$ cat config.mk
export PLATFORM = sky130hd
export DESIGN_NAME = clk_div_multi
export DESIGN_NICKNAME = d
export VERILOG_FILES = /design/src/rtl/clk_div_multi.sv
export SDC_FILE = /design/constraint.sdc
export NUM_CORES = 1
export LEC_CHECK = 0
export ABC_AREA = 1
export CAP_MARGIN = 20
export CORE_UTILIZATION = 60
export CTS_CLUSTER_SIZE = 14
export DETAILED_ROUTE_END_ITERATION = 6
export HOLD_SLACK_MARGIN = 0.1
export PLACE_DENSITY_LB_ADDON = 0.08
export SETUP_SLACK_MARGIN = 0.05
export SLEW_MARGIN = 0
export SYNTH_ARGS = -nofsm -noshare
export SYNTH_HDL_FRONTEND = slang
export SYNTH_SLANG_ARGS = --single-unit
$ cat constraint.sdc
create_clock -name clock1M -period 6.8 [get_ports clock1M]
set_clock_uncertainty 0.2 [all_clocks]
set_input_delay 2.04 -clock clock1M [delete_from_list [all_inputs] [get_ports clock1M]]
set_output_delay 2.04 -clock clock1M [all_outputs]
set_load 0.05 [all_outputs]
$ cat src/rtl/clk_div_multi.sv
// clk_div_multi: multi-channel programmable clock divider on clock1M.
// Each channel has an active half-period, a shadow register loaded through
// a ready/valid port, and a pending flag. Pending updates land only on a
// boundary edge (or immediately when the channel is stopped), so outputs
// never glitch. A global sync realigns all channel phases.
// Build option: define CLKDIV_TICK_EN to compile in the rising-edge tick
// strobes; otherwise tick is tied to 0 and no tick registers exist.
module clk_div_multi #(
    parameter int unsigned NUM_CH = 2,
    parameter int unsigned CNT_W  = 16,
    parameter logic [NUM_CH*CNT_W-1:0] RESET_HALF = {16'd50, 16'd5},
    localparam int unsigned CH_W  = (NUM_CH > 1) ? $clog2(NUM_CH) : 1
) (
    input  logic              clock1M,
    input  logic              reset,
    input  logic              cfg_valid,
    output logic              cfg_ready,
    input  logic [CH_W-1:0]   cfg_ch,
    input  logic [CNT_W-1:0]  cfg_half,
    output logic              cfg_err,
    input  logic              sync,
    output logic [NUM_CH-1:0] clk_out,
    output logic [NUM_CH-1:0] tick,
    output logic [NUM_CH-1:0] pend
);

    logic [CNT_W-1:0]  half_q   [NUM_CH];
    logic [CNT_W-1:0]  shadow_q [NUM_CH];
    logic [CNT_W-1:0]  cnt_q    [NUM_CH];
    logic [CNT_W-1:0]  half_d   [NUM_CH];
    logic [CNT_W-1:0]  shadow_d [NUM_CH];
    logic [CNT_W-1:0]  cnt_d    [NUM_CH];
    logic [NUM_CH-1:0] pend_d;
    logic [NUM_CH-1:0] clk_d;
    logic              in_range;
    logic              cfg_accept;

    // Config handshake: out-of-range targets are always accepted (then dropped)
    always_comb begin
        in_range  = (32'(cfg_ch) < NUM_CH);
        cfg_ready = 1'b1;
        for (int unsigned i = 0; i < NUM_CH; i++) begin
            if (32'(cfg_ch) == i) begin
                cfg_ready = ~pend[i];
            end
        end
        cfg_accept = cfg_valid & cfg_ready & in_range;
    end

    // Per-channel next state: sync, stopped, boundary, count; then shadow load
    always_comb begin
        for (int unsigned i = 0; i < NUM_CH; i++) begin
            half_d[i]   = half_q[i];
            shadow_d[i] = shadow_q[i];
            cnt_d[i]    = cnt_q[i];
            pend_d[i]   = pend[i];
            clk_d[i]    = clk_out[i];

            if (sync) begin
                if (pend[i]) begin
                    half_d[i] = shadow_q[i];
                end
                pend_d[i] = 1'b0;
                cnt_d[i]  = '0;
                clk_d[i]  = 1'b0;
            end else if (half_q[i] == '0) begin
                cnt_d[i] = '0;
                clk_d[i] = 1'b0;
                if (pend[i]) begin
                    half_d[i] = shadow_q[i];
                    pend_d[i] = 1'b0;
                end
            end else if (cnt_q[i] == half_q[i] - CNT_W'(1)) begin
                cnt_d[i] = '0;
                if (pend[i]) begin
                    half_d[i] = shadow_q[i];
                    pend_d[i] = 1'b0;
                    clk_d[i]  = (shadow_q[i] != '0) ? ~clk_out[i] : 1'b0;
                end else begin
                    clk_d[i]  = ~clk_out[i];
                end
            end else begin
                cnt_d[i] = cnt_q[i] + CNT_W'(1);
            end

            // Accept only happens with pend clear, so this never collides with an apply
            if (cfg_accept && (32'(cfg_ch) == i)) begin
                shadow_d[i] = cfg_half;
                pend_d[i]   = 1'b1;
            end
        end
    end

    // Channel state registers
    always_ff @(posedge clock1M or posedge reset) begin
        if (reset) begin
            for (int unsigned i = 0; i < NUM_CH; i++) begin
                half_q[i]   <= RESET_HALF[i*CNT_W +: CNT_W];
                shadow_q[i] <= RESET_HALF[i*CNT_W +: CNT_W];
                cnt_q[i]    <= '0;
            end
            pend    <= '0;
            clk_out <= '0;
            cfg_err <= 1'b0;
        end else begin
            for (int unsigned i = 0; i < NUM_CH; i++) begin
                half_q[i]   <= half_d[i];
                shadow_q[i] <= shadow_d[i];
                cnt_q[i]    <= cnt_d[i];
            end
            pend    <= pend_d;
            clk_out <= clk_d;
            cfg_err <= cfg_valid & ~in_range;
        end
    end

`ifdef CLKDIV_TICK_EN
    logic [NUM_CH-1:0] tick_q;

    // Strobe on the same edge that drives clk_out from 0 to 1
    always_ff @(posedge clock1M or posedge reset) begin
        if (reset) begin
            tick_q <= '0;
        end else begin
            tick_q <= clk_d & ~clk_out;
        end
    end

    assign tick = tick_q;
`else
    assign tick = '0;
`endif

endmodule

==> flow_summary_export.csv, run 1 <==
group,metric,value,unit
setup_path,slowest_delay,0.83,ns
yosys,synth.area.top_cells,"dfrtp_1 (40%), nand2_1 (15%), nand3_1 (6.6%)",
timing,setup_viol,0,
run,maxCapViolations,0,
detailed_routing,vias,4772,
timing,setup_tns,0,ns
yosys,synth_top_area_share,40.0,%
pwr,power_leakage,3.07,nW
floorplanning,coreArea,8890,µm²
detailed_routing,drtAntennaViolNets,0,
setup_path,worst-setup-path-type,"in2out",
yosys,synthCells,762,
setup_path,start_kind,"primary input",
timing,finalCriticalPeriod,5.75,ns
timing,hold_viol,0,
floorplanning,rows,34,
timing,max_freq,174,MHz
global_routing,met1_usage,37.7,%
detailed_routing,wl,11800,µm
timing,worst_slack,1.05,ns
timing,drv_slew,0,
timing,rsz0062_at_grt,"no",
global_routing,grt_overflow,0,
yosys,ys_ff_latch,100,
detailed_routing,drt_pass1_iterations,4,
yosys,yosysMostFrequentCell,"nand2_1",
floorplanning,start_util,63.3,%
layout,drive_gt1_share,6.75,%
global_routing,grt_pass1_vias,4539,
yosys,synth.yosys.seq_area_share,44.7,%
global_routing,grt_usage,27.0,%
cts,cts_resized,0,
cts,clk_path_buf_depth,2,
placement,pre_cts_slack,1.04,ns
floorplanning,num_io_pins,29,
detailed_routing,detail_route.iter0.violations,191,
setup_path,cp_max_fo,4,
yosys,synthFlopType,"dfrtp_1",
yosys,netlist_area,5630,µm²
setup_path,slowest_stage,"clkdlybuf4s50_1",
yosys,synth_edf_count,0,
cts,cts_root_buf,"clkbuf_8",
cts,htree_num_levels,3,
placement,io_buffers,25,
layout,diodes,0,
setup_path,crit_path_frequent_cell,"clkdlybuf4s50_1",
setup_path,end_kind,"output pin",
pwr,peakVddDrop,0.252,mV
yosys,async_flop_share,100,%
run_status,run_status,"finished, final reports clean",
global_routing,grt_max_degree,64,
yosys,synth_cell_type_count,36,
yosys,netlist.top_cell.by_area,"dfrtp_1",
global_routing,antenna_found_initial,0,
yosys,ys_warn_count,0,
global_routing,grt.met2_usage,42.9,%
layout,fin_nets,805,
global_routing,top_usage_layer,"met2",
setup_path,cp.arrival,3.51,ns
cts,cts_setup_buffers,0,
detailed_routing,vias_per_cell,5.34,
cts,clk_pin_slew,0.10,ns
cts,clock_latency,0.38,ns
timing,worst_pin_slew,0.957,ns
global_routing,grt_util_met3,4.82,%
cts,cts.sinks,100,
cts,cts_tree,"done",
floorplanning,die_x,98.9,µm
timing,slew_headroom,36.0,%
layout,area_growth,8.78,%
placement,gp_congestion,0.895,
placement,dp_hpwl,8920,µm
global_routing,grt_pass1_wl,20600,µm
min_path,hold_path_class,"reg2reg",
setup_path,crit_chain,"clkdlybuf4s50_1 > nand2_1 > o21ai_0 > clkdlybuf4s50_1",
floorplanning,fp.dieH,98.9,µm
yosys,synth_commonest_cells,"nand2_1 (231), nor2_1 (92), dfrtp_1 (90), inv_1 (78), nand3_1 (74)",
detailed_routing,wire_per_inst,13.2,µm
cts,holdBufCountCts,0,
timing,finalCritPeriodShare,84.6,%
detailed_routing,drc,0,
setup_path,worstPathRequired,4.56,ns
pwr,power_density,354,nW/µm²
floorplanning,die_area,9770,µm²
cts,cts_buffers,9,
yosys,synth_area_per_cell,7.39,µm²
## cells by family (layout without fill, tap and decap cells)
| family | count (synthesis) | count (layout) | share of synthesized area [%] |
|---|---|---|---|
| AO/OA/AOI/OAI | 56 | 56 | 5.18 |
| XOR/XNOR | 34 | 34 | 5.29 |
| adder cells (fa/ha/maj) | 4 | 4 | 0.889 |
| buffers and inverters | 107 | 128 | 8.03 |
| flip-flops | 100 | 100 | 44.7 |
| other | 1 | 3 | 0.0666 |
| AND/OR/NAND/NOR | 460 | 460 | 35.9 |
## power breakdown
| part | leakage (nW) | internal, W | switching [W] |
|---|---|---|---|
| logic | 1.68 | 0.000319 | 0.000528 |
| clock network | 0.106 | 0.000180 | 0.000226 |
| registers | 1.28 | 0.000739 | 0.000176 |
## per-stage QoR
step / hold WS, ns / std cells / cell area, µm² / utilization [%] / power [W]
after floorplan: 0.256 / 764 / 5640 / - / 0.00157
after global placement: 0.275 / 877 / 5900 / 66.4 / 0.00173
after detailed placement: 0.275 / 877 / 5900 / 66.4 / 0.00176
after CTS: 0.291 / 893 / 6120 / 68.9 / 0.00217
after global routing: 0.325 / 893 / 6120 / 68.9 / 0.00235
final: 0.289 / 893 / 6120 / 68.9 / 0.00217
## layout by cell type, fill, tap and decap left out, drive strengths merged, types with 4 or more instances in the layout
master         Yosys  final
nand2            238    238
nor2             100    100
dfrtp             90     90
inv               84     87
nand3             76     76
o21ai             40     40
clkdlybuf4s50      0     25
xor2              21     21
nor3              17     17
xnor2             13     13
a21oi             10     10
dfstp             10     10
nand4              9      9
clkbuf             8      9
nand3b             8      8
nor4               5      5
ha                 4      4
clkinv             2      4
## sequential cells by signal (all words and copies together) (netlist names)
register and cells:
cnt_q 32, half_q 32, shadow_q 32, clk_out 2, pend 2
## area by class of cell
class	count	area, µm²
multi-input cells	557	2670
clock inverters	7	96.3
flip-flops and latches	100	2510
well taps	108	135
clock buffers	9	124
repair buffers	26	258
inverters	86	325
fillers	780	2770
## layer usage
layer	routed length, µm	vias up
met4	164	0
met2	5400	95
li1	-	2445
met3	484	17
met1	5770	2215
met5	0	-
## path summary, 6_finish.rpt
check                           slack, ns       from  cells after the start    endpoint
min in group asynchronous            1.94      reset                      2   cnt_q[17]
worst max-delay path                 1.05     cfg_ch                      4   cfg_ready
worst min register to register       0.29  half_q[1]                      2   half_q[1]
worst max register to register       3.84  half_q[0]                     15   half_q[0]
max in group asynchronous            3.45      reset                      3  half_q[18]
worst min-delay path                 0.29  half_q[1]                      2   half_q[1]
## worst max-delay path: cells and delay by family
| kind | cells | cell delay (ns) |
|---|---|---|
| compound gates | 1 | 0.07 |
| buf+inv | 2 | 1.35 |
| simple gates | 1 | 0.06 |
Power figures use the tool's default switching activity.
==> inputs of run 2 (changes only) <==
clock period = 5.6 ns   (was 6.8 ns; I/O delays follow)
==> run 2 against run 1 <==
Compared with the run above:
- worst hold slack got worse by 0.0048 ns
- sequential power increased by 22%
- wire length increased by 4.4%
- worst setup slack got worse by 0.50 ns
- final cell count increased by 0.11%
==> flow_summary_export.csv, run 2 (synthesis gave the netlist of run 1 again) <==
group,metric,value,unit
global_routing,grt_usage,27.9,%
min_path,hold_path_class,"reg2reg",
timing,drv_slew,0,
setup_path,crit_family,"buffers and inverters",
detailed_routing,drt_pass1_iterations,5,
timing,worst_pin_slew,0.979,ns
global_routing,grt_pass1_wl,21500,µm
timing,max_freq,198,MHz
run,maxCapViolations,0,
setup_path,worstPathRequired,3.72,ns
cts,htree_num_levels,3,
setup_path,cp_max_fo,4,
cts,cts_resized,0,
floorplanning,num_io_pins,29,
timing,worst_slack,0.547,ns
setup_path,end_kind,"output pin",
floorplanning,die_x,98.9,µm
cts,holdBufCountCts,0,
setup_path,crit_path_frequent_cell,"clkdlybuf4s50_1",
pwr,peakVddDrop,0.246,mV
timing,rsz0062_at_grt,"no",
detailed_routing,drtAntennaViolNets,0,
layout,finish.utilization,68.8,%
layout,seq_area,2510,µm²
timing,finalCritPeriodShare,90.2,%
detailed_routing,vias_per_cell,5.45,
global_routing,grt_pass1_vias,4573,
cts,cts_root_buf,"clkbuf_8",
layout,area_growth,8.67,%
cts,clk_path_buf_depth,2,
detailed_routing,drc,0,
timing,slew_headroom,34.5,%
detailed_routing,wl,12300,µm
setup_path,cp.arrival,3.17,ns
cts,cts_tree,"done",
placement,dp_hpwl,9270,µm
pwr,finalPower,0.00264,W
setup_path,crit_chain,"clkdlybuf4s50_1 > nand2_1 > o21ai_0 > clkdlybuf4s50_1",
timing,setup_viol,0,
global_routing,grt_overflow,0,
global_routing,antenna_found_initial,0,
cts,cts.sinks,100,
timing,setup_tns,0,ns
timing,hold_viol,0,
global_routing,grt_max_degree,46,
placement,pre_cts_slack,0.544,ns
floorplanning,fp.dieH,98.9,µm
cts,cts_buffers,9,
cts,clk_pin_slew,0.09,ns
run_status,run_status,"finished, final reports clean",
setup_path,worst-path-buf-inv,2,
placement,gp_congestion,0.871,
pwr,power_density,432,nW/µm²
placement,io_buffers,25,
layout,nFillCells,777,
cts,cts_setup_buffers,0,
floorplanning,coreArea,8890,µm²
cts,clock_latency,0.38,ns
layout,layout_commonest_cell,"nand2_1",
floorplanning,start_util,63.3,%
layout,diodes,0,
layout,largestRegisters,"cnt_q x32, half_q x32, shadow_q x32",
detailed_routing,wire_per_inst,13.8,µm
layout,drive_gt1_share,6.74,%
layout,final_cell_mix,"nand2_1 (231), nor2_1 (92), dfrtp_1 (90)",
setup_path,slowest_delay,0.84,ns
pwr,power_leakage,3.07,nW
detailed_routing,vias,4876,
layout,multi_input_area,2670,µm²
setup_path,start_kind,"primary input",
floorplanning,rows,34,
setup_path,slowest_stage,"clkdlybuf4s50_1",
timing,finalCriticalPeriod,5.05,ns
layout,fin_nets,806,
floorplanning,die_area,9770,µm²
detailed_routing,detail_route.iter0.violations,282,
setup_path,worst-setup-path-type,"in2out",
setup_path,r2r_cells,15,
min_path,whs_path_depth,2,
setup_path,cp.depth,4,
==> run 2: changes by cell type in the layout (fill, tap and decap cells not counted), sizes merged <==
cell,before,now
clkinv,4,3
inv,87,88
buf,1,2
clkinvlp,1,0
clkbuf,9,10
==> run 2: final cells by class <==
cell class                      instances  area share [%]
Clock inverter                          6            1.29
Multi-Input combinational cell        557            43.6
Inverter                               86            5.32
Sequential cell                       100            41.1
Timing Repair Buffer                   27            4.34
Tap cell                              108            2.21
Clock buffer                           10            2.09
==> run 2: worst paths after layout <==
path | start | to | slack (ns)
min in group asynchronous | reset | cnt_q[30] | 1.45
hold / removal | half_q[1] | half_q[1] | 0.28
setup reg to reg | half_q[0] | half_q[15] | 2.63
max in group asynchronous | reset | half_q[16] | 2.83
setup / recovery | cfg_ch | cfg_ready | 0.55
hold reg to reg | half_q[1] | half_q[1] | 0.28
==> run 2: where the power goes <==
part | internal [W] | switching, W | total [W]
combinational | 0.000387 | 0.000653 | 0.00104
clock | 0.000217 | 0.000271 | 0.000488
sequential | 0.000898 | 0.000218 | 0.00112
==> run 2: worst reg2reg max path: cells and delay by family (launching register included) <==
| family | cells | cell delay [ns] |
|---|---|---|
| adder cells (fa/ha/maj) | 1 | 0.26 |
| buffers and inverters | 1 | 0.15 |
| flip-flops | 1 | 0.41 |
| AND/OR/NAND/NOR | 13 | 1.83 |
==> run 2: through the flow <==
stage	hold slack (ns)	instances	area [µm²]
floorplan	0.256	764	5640
global placement	0.273	878	5910
detailed placement	0.271	878	5910
CTS	0.285	894	6120
global route	0.303	894	6120
finish	0.284	894	6120
==> run 2: layer usage <==
layer  track usage [%]  wire length [µm]  vias to the layer above
li1                  -                 -                     2437
met1              38.9              5970                     2313
met2              44.6              5680                      110
met3              4.61               491                       16
met4              9.41               201                        0
met5                 0                 0                        -
==> inputs of run 3 (changes only) <==
--- a/config.mk
+++ b/config.mk
@@ -8,9 +8,10 @@
 export ABC_AREA = 1
 export CAP_MARGIN = 20
+export CORE_ASPECT_RATIO = 0.7
 export CORE_UTILIZATION = 60
 export CTS_CLUSTER_SIZE = 14
 export DETAILED_ROUTE_END_ITERATION = 6
 export HOLD_SLACK_MARGIN = 0.1
-export PLACE_DENSITY_LB_ADDON = 0.08
+export PLACE_DENSITY = 0.78
 export SETUP_SLACK_MARGIN = 0.05
 export SLEW_MARGIN = 0
--- a/constraint.sdc
+++ b/constraint.sdc
@@ -3,3 +3,3 @@
 set_input_delay 1.68 -clock clock1M [delete_from_list [all_inputs] [get_ports clock1M]]
 set_output_delay 1.68 -clock clock1M [all_outputs]
-set_load 0.05 [all_outputs]
+set_load 0.01 [all_outputs]
==> run 3 against run 2 <==
Compared with the run above:
- final cell count grew 1.8%
- global-route usage shrank 0.35 points
- critical path type unchanged
- sequential cell count stayed put
- fmax rose by 5.5%
- via count rose by 0.31%
- first-iteration DRC count rose by 66%
- power up 6.0%
- design area up 2.1%
==> flow_summary_export.csv, run 3 (synthesis gave the netlist of run 1 again) <==
group,metric,value,unit
floorplanning,start_util,62.0,%
detailed_routing,wire_per_inst,13.8,µm
min_path,hold_start,"half_q[16]",
layout,layout_commonest_cell,"nand2_1",
cts,clk_pin_slew,0.06,ns
floorplanning,fp.dieH,83.0,µm
layout,multi_input_area,2670,µm²
floorplanning,rows,29,
detailed_routing,drtAntennaViolNets,0,
global_routing,grt_pass1_wl,21300,µm
setup_path,r2r_end,"half_q[2]",
timing,hold_viol,0,
timing,drv_slew,0,
timing,finalCritPeriodShare,85.5,%
pwr,peakVddDrop,0.282,mV
setup_path,cp_max_fo,4,
cts,clock_latency,0.34,ns
setup_path,worst-setup-path-type,"in2out",
setup_path,slowest_stage,"clkdlybuf4s50_1",
pwr,finalPower,0.00280,W
cts,clk_path_buf_depth,2,
setup_path,slowest_delay,0.57,ns
timing,whs,0.292,ns
global_routing,grt_pass1_vias,4502,
floorplanning,num_io_pins,29,
layout,diodes,0,
pwr,power_leakage,3.12,nW
floorplanning,die_x,118,µm
cts,cts_tree,"done",
cts,cts_root_buf,"clkbuf_16",
layout,fin_nets,806,
timing,slew_headroom,30.4,%
layout,area_growth,11.0,%
layout,design_area,6250,µm²
min_path,hold_path_class,"reg2reg",
setup_path,worstPathRequired,3.72,ns
cts,cts_setup_buffers,0,
placement,pre_cts_slack,0.802,ns
timing,finalCriticalPeriod,4.79,ns
placement,io_buffers,25,
timing,max_freq,209,MHz
floorplanning,coreArea,9070,µm²
setup_path,cp.arrival,2.91,ns
setup_path,crit_path_start,"cfg_ch",
setup_path,crit_path_frequent_cell,"clkdlybuf4s50_1",
cts,cts_buffers,9,
global_routing,grt_max_degree,78,
timing,setup_tns,0,ns
global_routing,grt_overflow,0,
pwr,power_density,449,nW/µm²
layout,drive_gt1_share,6.62,%
cts,htree_num_levels,3,
setup_path,r2r_slack,2.63,ns
setup_path,crit_chain,"clkdlybuf4s50_1 > nand2_1 > o21ai_0 > clkdlybuf4s50_1",
run_status,run_status,"finished, final reports clean",
cts,holdBufCountCts,0,
setup_path,r2r_cells,12,
timing,setup_viol,0,
layout,largestRegisters,"cnt_q x32, half_q x32, shadow_q x32",
detailed_routing,drt_pass1_iterations,5,
timing,rsz0062_at_grt,"no",
setup_path,reg2reg_from,"half_q[0]",
detailed_routing,drc,0,
setup_path,crit_family,"buffers and inverters",
layout,final_cell_mix,"nand2_1 (231), nor2_1 (92), dfrtp_1 (90)",
detailed_routing,detail_route.iter0.violations,468,
cts,cts_resized,0,
placement,gp_congestion,0.976,
global_routing,antenna_found_initial,0,
setup_path,worst-path-buf-inv,2,
setup_path,start_kind,"primary input",
timing,worst_pin_slew,1.04,ns
setup_path,cp-endpoint,"cfg_ready",
detailed_routing,vias,4891,
layout,nFillCells,758,
cts,cts.sinks,100,
run,maxCapViolations,0,
layout,seq_area,2510,µm²
setup_path,cp.depth,4,
floorplanning,die_area,9780,µm²
global_routing,grt_usage,27.6,%
placement,dp_hpwl,9070,µm
setup_path,end_kind,"output pin",
detailed_routing,wl,12600,µm
placement,dpl_cell_area,5930,µm²
detailed_routing,vias_per_cell,5.37,
timing,worst_slack,0.812,ns
run 3: worst min path at each step:
stage,endpoint,slack (ns),cells after the start
2_1_floorplan,half_q[1],0.26,2
3_3_place_gp,half_q[16],0.27,2
3_5_place_dp,half_q[5],0.28,2
4_1_cts,half_q[5],0.29,2
5_1_grt,half_q[1],0.31,2
6_report,half_q[16],0.29,2
run 3: area by class of cell:
class | count | area share, %
tap | 124 | 2.48
multi-input combinational | 557 | 42.7
sequential | 100 | 40.3
clock inverter | 1 | 0.481
clock buffer | 15 | 4.61
timing repair buffer | 27 | 4.25
inverter | 86 | 5.21
run 3: tightest hold or removal path, stage by stage (launching register included):
cell and delay, ns:
dfstp_2 0.38, nand2_1 0.06, nand2_1 0.05
run 3: stage by stage:
stage / utilization (%) / instances
finish: 68.9 / 910
global route: 68.9 / 910
CTS: 68.9 / 910
detailed placement: 65.4 / 894
global placement: 65.4 / 894
floorplan: - / 764
run 3: power by group:
group	leakage [nW]	total (W)	switching [W]	internal, W
clock network	0.156	0.000654	0.000258	0.000396
registers	1.28	0.00111	0.000206	0.000899
logic	1.68	0.00104	0.000655	0.000388
total	3.12	0.00280	0.00112	0.00168
run 3: metal layers:
layer	share of wire (%)	vias up	track usage (%)
met3	7.3	10	5.98
met2	41	148	38.6
met1	51	2304	43.8
li1	-	2429	-
met5	0	-	0
met4	0.64	0	5.13
